--- config.mk ---
export PLATFORM = sky130hd
export DESIGN_NAME = stack_unit
export DESIGN_NICKNAME = d
export VERILOG_FILES = /design/src/rtl/stack_pkg.sv /design/src/rtl/pop_assembler.sv /design/src/rtl/stack_unit.sv
export SDC_FILE = /design/constraint.sdc
export NUM_CORES = 1
export LEC_CHECK = 0
export ABC_AREA = 1
export BUFFER_PORTS_ARGS = -buffer_cell sky130_fd_sc_hd__buf_2
export CORE_MARGIN = 3
export CORE_UTILIZATION = 25
export DETAILED_ROUTE_END_ITERATION = 16
export PLACE_DENSITY_LB_ADDON = 0.3
export SYNTH_ARGS = -nofsm -noshare
export SYNTH_HDL_FRONTEND = slang
export SYNTH_SLANG_ARGS = --single-unit
--- constraint.sdc ---
create_clock -name clk -period 4.25 [get_ports clk]
set_input_delay 0.2125 -clock clk [delete_from_list [all_inputs] [get_ports clk]]
set_output_delay 0.2125 -clock clk [all_outputs]
set_load 0.01 [all_outputs]
--- src/rtl/stack_pkg.sv ---
// Shared encodings for the stack engine: push-source selects, pop tags and
// the empty-stack pointer value.
package stack_pkg;

  localparam logic [1:0] SEL_REG   = 2'b00;
  localparam logic [1:0] SEL_PC_HI = 2'b01;
  localparam logic [1:0] SEL_PC_LO = 2'b10;
  localparam logic [1:0] SEL_CCR   = 2'b11;

  typedef enum logic [2:0] {
    TAG_NONE = 3'd0,
    TAG_REG  = 3'd1,
    TAG_PC1  = 3'd2,
    TAG_PC2  = 3'd3,
    TAG_CCR  = 3'd4
  } pop_tag_t;

  // Empty-stack pointer: all ones for the given address width.
  function automatic logic [31:0] sp_reset_val(input int addr_w);
    return (32'd1 << addr_w) - 32'd1;
  endfunction

endpackage

--- src/rtl/pop_assembler.sv ---
// Routes returning read data by the tag issued with the read; rebuilds the PC
// from its two halves and produces the one-cycle restore/valid pulses.
module pop_assembler
  import stack_pkg::*;
#(
  parameter int DATA_W = 16,
  parameter int PC_W   = 32,
  parameter int CCR_W  = 3
) (
  input  logic              clk,
  input  logic              rst,
  input  pop_tag_t          tag,
  input  logic [DATA_W-1:0] mem_rdata,
  output logic [DATA_W-1:0] reg_rdata,
  output logic              reg_rdata_valid,
  output logic [PC_W-1:0]   pc_restore,
  output logic              pc_restore_valid,
  output logic [CCR_W-1:0]  ccr_restore,
  output logic              ccr_restore_valid
);

  pop_tag_t          tag_q;
  logic [DATA_W-1:0] lo_q;
  logic [DATA_W-1:0] reg_q;
  logic [PC_W-1:0]   pc_q;
  logic [CCR_W-1:0]  ccr_q;

  // Tag pipeline and holding registers; data lands the cycle after the read.
  always_ff @(posedge clk) begin
    if (rst) begin
      tag_q <= TAG_NONE;
      lo_q  <= '0;
      reg_q <= '0;
      pc_q  <= '0;
      ccr_q <= '0;
    end else begin
      tag_q <= tag;
      case (tag_q)
        TAG_REG: reg_q <= mem_rdata;
        TAG_CCR: ccr_q <= mem_rdata[CCR_W-1:0];
        TAG_PC2: lo_q  <= mem_rdata;
        TAG_PC1: pc_q  <= {mem_rdata, lo_q};
        default: ;
      endcase
    end
  end

  // Pulses coincide with the returning data, so the pulse cycle passes it through.
  always_comb begin
    reg_rdata_valid   = 1'b0;
    pc_restore_valid  = 1'b0;
    ccr_restore_valid = 1'b0;
    if (!rst) begin
      case (tag_q)
        TAG_REG: reg_rdata_valid   = 1'b1;
        TAG_PC1: pc_restore_valid  = 1'b1;
        TAG_CCR: ccr_restore_valid = 1'b1;
        default: ;
      endcase
    end
    reg_rdata   = reg_rdata_valid   ? mem_rdata             : reg_q;
    pc_restore  = pc_restore_valid  ? {mem_rdata, lo_q}     : pc_q;
    ccr_restore = ccr_restore_valid ? mem_rdata[CCR_W-1:0]  : ccr_q;
  end

endmodule

--- src/rtl/stack_unit.sv ---
// Memory-stage stack engine and data-memory port arbiter.
// Optional bounds checking is enabled with the STACK_BOUNDS_CHECK_EN macro.
module stack_unit
  import stack_pkg::*;
#(
  parameter int DATA_W = 16,
  parameter int ADDR_W = 11,
  parameter int PC_W   = 32,
  parameter int CCR_W  = 3
) (
  input  logic              clk,
  input  logic              rst,
  input  logic              stack,
  input  logic              MemWR,
  input  logic              MemR,
  input  logic [1:0]        mem_data_sel,
  input  logic              pop_pc1,
  input  logic              pop_pc2,
  input  logic              pop_ccr,
  input  logic [ADDR_W-1:0] addr_in,
  input  logic [DATA_W-1:0] reg_wdata,
  input  logic [PC_W-1:0]   pc_in,
  input  logic [CCR_W-1:0]  ccr_in,
  output logic [ADDR_W-1:0] mem_addr,
  output logic [DATA_W-1:0] mem_wdata,
  output logic              mem_we,
  output logic              mem_re,
  input  logic [DATA_W-1:0] mem_rdata,
  output logic [DATA_W-1:0] reg_rdata,
  output logic              reg_rdata_valid,
  output logic [PC_W-1:0]   pc_restore,
  output logic              pc_restore_valid,
  output logic [CCR_W-1:0]  ccr_restore,
  output logic              ccr_restore_valid,
  output logic [ADDR_W-1:0] sp,
  output logic              stack_err
);

  localparam logic [ADDR_W-1:0] SP_RESET = ADDR_W'(sp_reset_val(ADDR_W));
  localparam logic [ADDR_W-1:0] SP_ONE   = ADDR_W'(1);

  logic        push;
  logic        pop;
  logic        overflow;
  logic        underflow;
  logic        push_ok;
  logic        pop_ok;
  logic [DATA_W-1:0] push_data;
  pop_tag_t    issue_tag;

  assign push = stack & MemWR;
  assign pop  = stack & MemR & ~MemWR;

`ifdef STACK_BOUNDS_CHECK_EN
  assign overflow  = push & (sp == '0);
  assign underflow = pop & (sp == SP_RESET);

  // Sticky bounds error, cleared only by reset.
  always_ff @(posedge clk) begin
    if (rst) begin
      stack_err <= 1'b0;
    end else if (overflow || underflow) begin
      stack_err <= 1'b1;
    end
  end
`else
  assign overflow  = 1'b0;
  assign underflow = 1'b0;
  assign stack_err = 1'b0;
`endif

  assign push_ok = push & ~overflow;
  assign pop_ok  = pop & ~underflow;

  // Push-source mux.
  always_comb begin
    case (mem_data_sel)
      SEL_REG:   push_data = reg_wdata;
      SEL_PC_HI: push_data = pc_in[PC_W-1:DATA_W];
      SEL_PC_LO: push_data = pc_in[DATA_W-1:0];
      SEL_CCR:   push_data = {{(DATA_W-CCR_W){1'b0}}, ccr_in};
      default:   push_data = reg_wdata;
    endcase
  end

  // Memory port drive and pop-tag issue; everything quiet during reset.
  always_comb begin
    mem_addr  = '0;
    mem_wdata = '0;
    mem_we    = 1'b0;
    mem_re    = 1'b0;
    issue_tag = TAG_NONE;
    if (rst) begin
      issue_tag = TAG_NONE;
    end else if (stack) begin
      if (push_ok) begin
        mem_addr  = sp;
        mem_wdata = push_data;
        mem_we    = 1'b1;
      end else if (pop_ok) begin
        mem_addr = sp + SP_ONE;
        mem_re   = 1'b1;
        if (pop_ccr)      issue_tag = TAG_CCR;
        else if (pop_pc2) issue_tag = TAG_PC2;
        else if (pop_pc1) issue_tag = TAG_PC1;
        else              issue_tag = TAG_REG;
      end else begin
        mem_addr = '0;
      end
    end else begin
      mem_addr  = addr_in;
      mem_wdata = reg_wdata;
      mem_we    = MemWR;
      mem_re    = MemR & ~MemWR;
      issue_tag = (MemR & ~MemWR) ? TAG_REG : TAG_NONE;
    end
  end

  // Stack pointer: post-decrement on push, pre-increment on pop.
  always_ff @(posedge clk) begin
    if (rst) begin
      sp <= SP_RESET;
    end else if (push_ok) begin
      sp <= sp - SP_ONE;
    end else if (pop_ok) begin
      sp <= sp + SP_ONE;
    end
  end

  pop_assembler #(
    .DATA_W(DATA_W),
    .PC_W  (PC_W),
    .CCR_W (CCR_W)
  ) u_pop_assembler (
    .clk              (clk),
    .rst              (rst),
    .tag              (issue_tag),
    .mem_rdata        (mem_rdata),
    .reg_rdata        (reg_rdata),
    .reg_rdata_valid  (reg_rdata_valid),
    .pc_restore       (pc_restore),
    .pc_restore_valid (pc_restore_valid),
    .ccr_restore      (ccr_restore),
    .ccr_restore_valid(ccr_restore_valid)
  );

endmodule

==> reports/qor.yml <==
status: "complete, no violations"
ys_ff_latch: 81
antenna_found_initial: 0
dieArea_um2: 19700
worst_slew_pin_slew_ns: 1.18
cts.reportedPaths.clkPinSlew_ns: 0.07
power_density_nw_per_um2: 347
critPathRequiredTime_ns: 4.04
die_h_um: 141
seqPwrFrac_pct: 39.5
ir_drop_v: 0.000234
p_leak_nw: 2.72
core_area_um2: 17500
period_needed_ns: 2.31
grt_max_degree: 66
period_share_pct: 54.5
max_slew_margin_pct: 20.9
cts_root_buf: "clkbuf_16"
netlist_area_um2: 4520
max_freq_mhz: 432
switching_power_mw: 0.554
grt.total_usage_pct: 15.4
drv_cap: 0
setup_viol: 0
postCtsSetupBuffers: 0
wl_met2_mm: 6.78
slew_viol_final: 0
syn_inst: 682
crit_fanout: 19
synth_top_cells_by_area: "dfxtp_1 (36%), nand2_1 (12%), o21ai_0 (12%)"
drc: 0
start_util_pct: 25.9
combPwrFrac_pct: 15.6
wl_per_cell_um: 14.4
dp_hpwl_mm: 11.3
cts_tree: "yes"
fin_setup_tns_ns: 0
grt_pass1_vias: 4603
synth_top_area_cell: "dfxtp_1"
grt_pass1_wl_mm: 24.8
cts_buffer_depth: 2
finalHoldViolations: 0
switching_share_pct: 27.3
portBuffers: 181
stdcell_area_um2: 5850
synth.distinct_cells: 36
dpl_cell_area_um2: 5500
yosys_warnings: 0
syn_area_per_cell_um2: 6.63
hold_buffers: 0
synth_top_area_share_pct: 35.8
start_kind: "flip-flop"
ios: 183
drtIter0Drc: 309
nets: 923
p_clk_share_pct: 44.9
finClkSkew_ns: 0.00556
rows: 48
first_pass_iters: 5
clkLatencyLatePin_ns: 0.34
numCtsBuffers: 9
cp-end-kind: "primary output"
layout-drive-gt1-share_pct: 25.5
cts.sinks: 81
ant_nets: 0
hp-class: "in2reg"
overflow: 0
die_w_um: 141
synth_fp_nets: 772
routed_wl_mm: 15.3
drt-met1-wl_mm: 7.45
viasPerCell: 4.71
yosysSeqAreaShare_pct: 35.8
met3_length_um: 902
htree_levels: 3
top_layer: "met4"
rsz0062_at_grt: "no"
finalPower_mw: 2.03
gp_congestion: 0.875
layout-area-overhead-vs-synth_pct: 29.2
arrival_ns: 2.10
holdWs_ns: 0.132
antenna_cells: 0
intPower_mw: 1.47
cts_resized: 0
path_class: "reg2out"
num_vias: 5009
placed cells by master (no fill, tap or decap), drive strengths merged:
cell type / n
conb: 1
ha: 2
a22o: 4
a221oi: 1
clkbuf: 9
o31ai: 51
o2111ai: 2
o21ai: 110
o211ai: 1
buf: 184
nor4: 1
xnor2: 1
nand2: 146
clkinv: 1
nor3: 1
a31o: 2
or2: 1
nand3: 30
clkinvlp: 1
bufinv: 3
a31oi: 3
a22oi: 1
a2bb2oi: 1
dfxtp: 81
nand4: 4
xor2: 4
a21oi: 36
inv: 85
nor2: 71
per-stage QoR:
step | utilization (%) | instances | worst slack, ns
final | 33.4 | 1063 | 1.94
after global routing | 33.4 | 1063 | 1.65
after CTS | 33.4 | 1063 | 1.89
after detailed placement | 31.5 | 1047 | 2.09
after global placement | 31.5 | 1047 | 2.13
after floorplan | - | 682 | 2.64
synthesized netlist by cell type, drive strengths merged:
master     n
a221oi     1
o2111ai    2
nand4      4
a22oi      1
a31oi      3
xnor2      1
xor2       4
nor2      71
buf       30
nor3       1
dfxtp     81
clkinv     1
clkbuf    14
a21oi     36
nand2    146
or2        1
nor4       1
a31o       2
a2bb2oi    1
o211ai     1
nand3     30
a22o       4
conb       1
o21ai    110
inv       82
o31ai     51
ha         2
power groups by stage:
stage	Sequential, mW	Combinational, mW	Clock, mW
global route	0.805	0.359	0.972
detailed placement	0.818	0.317	0
finish	0.801	0.316	0.912
global placement	0.819	0.318	0
CTS	0.801	0.319	0.940
floorplan	0.809	0.197	0
per-layer routing:
layer  global-route usage (%)  vias to the layer above
li1                         -                     2571
met1                     21.8                     2267
met2                     23.8                      155
met3                     2.94                       16
met4                     4.44                        0
met5                        0                        -
worst max-delay path: stages, from the launching register on:
cell and delay (ns):
dfxtp_1 0.36, nor4_4 0.69, buf_4 0.33, nand2_1 0.09, o21ai_0 0.11, buf_2 0.18
area by class of cell:
type	instances	area (µm²)
Clock buffer	9	225
Clock inverter	7	124
Fill cell	1932	11600
Inverter	83	312
Multi-Input combinational cell	474	2350
Sequential cell	81	1620
Tap cell	225	282
Timing Repair Buffer	184	931
state kept, by name (all words and copies together), names as in the netlist:
register / flops
u_pop_assembler.lo_q: 16
u_pop_assembler.ccr_q: 3
u_pop_assembler.tag_q: 3
u_pop_assembler.reg_q: 16
u_pop_assembler.pc_q: 32
sp: 11
path summary, 6_finish.rpt:
check                                   to  cells after the start  slack, ns                startpoint
setup / recovery              reg_rdata[5]                      5       1.94  u_pop_assembler.tag_q[1]
hold / removal    u_pop_assembler.reg_q[8]                      3       0.13              mem_rdata[8]
setup reg to reg  u_pop_assembler.pc_q[23]                      5       2.41  u_pop_assembler.tag_q[1]
hold reg to reg    u_pop_assembler.pc_q[2]                      2       0.46   u_pop_assembler.pc_q[2]
cell families after synthesis:
| kind of cell | Yosys count | synth area share, % |
|---|---|---|
| AOI/OAI and AO/OA | 212 | 27.4 |
| buffers and inverters | 127 | 12.3 |
| xor gates and xnor gates | 5 | 0.968 |
| adders and majority gates | 2 | 0.553 |
| other | 1 | 0.0829 |
| and+or+nand+nor | 254 | 22.9 |
| DFF | 81 | 35.8 |
No activity file was read; power rests on OpenSTA's default activity.
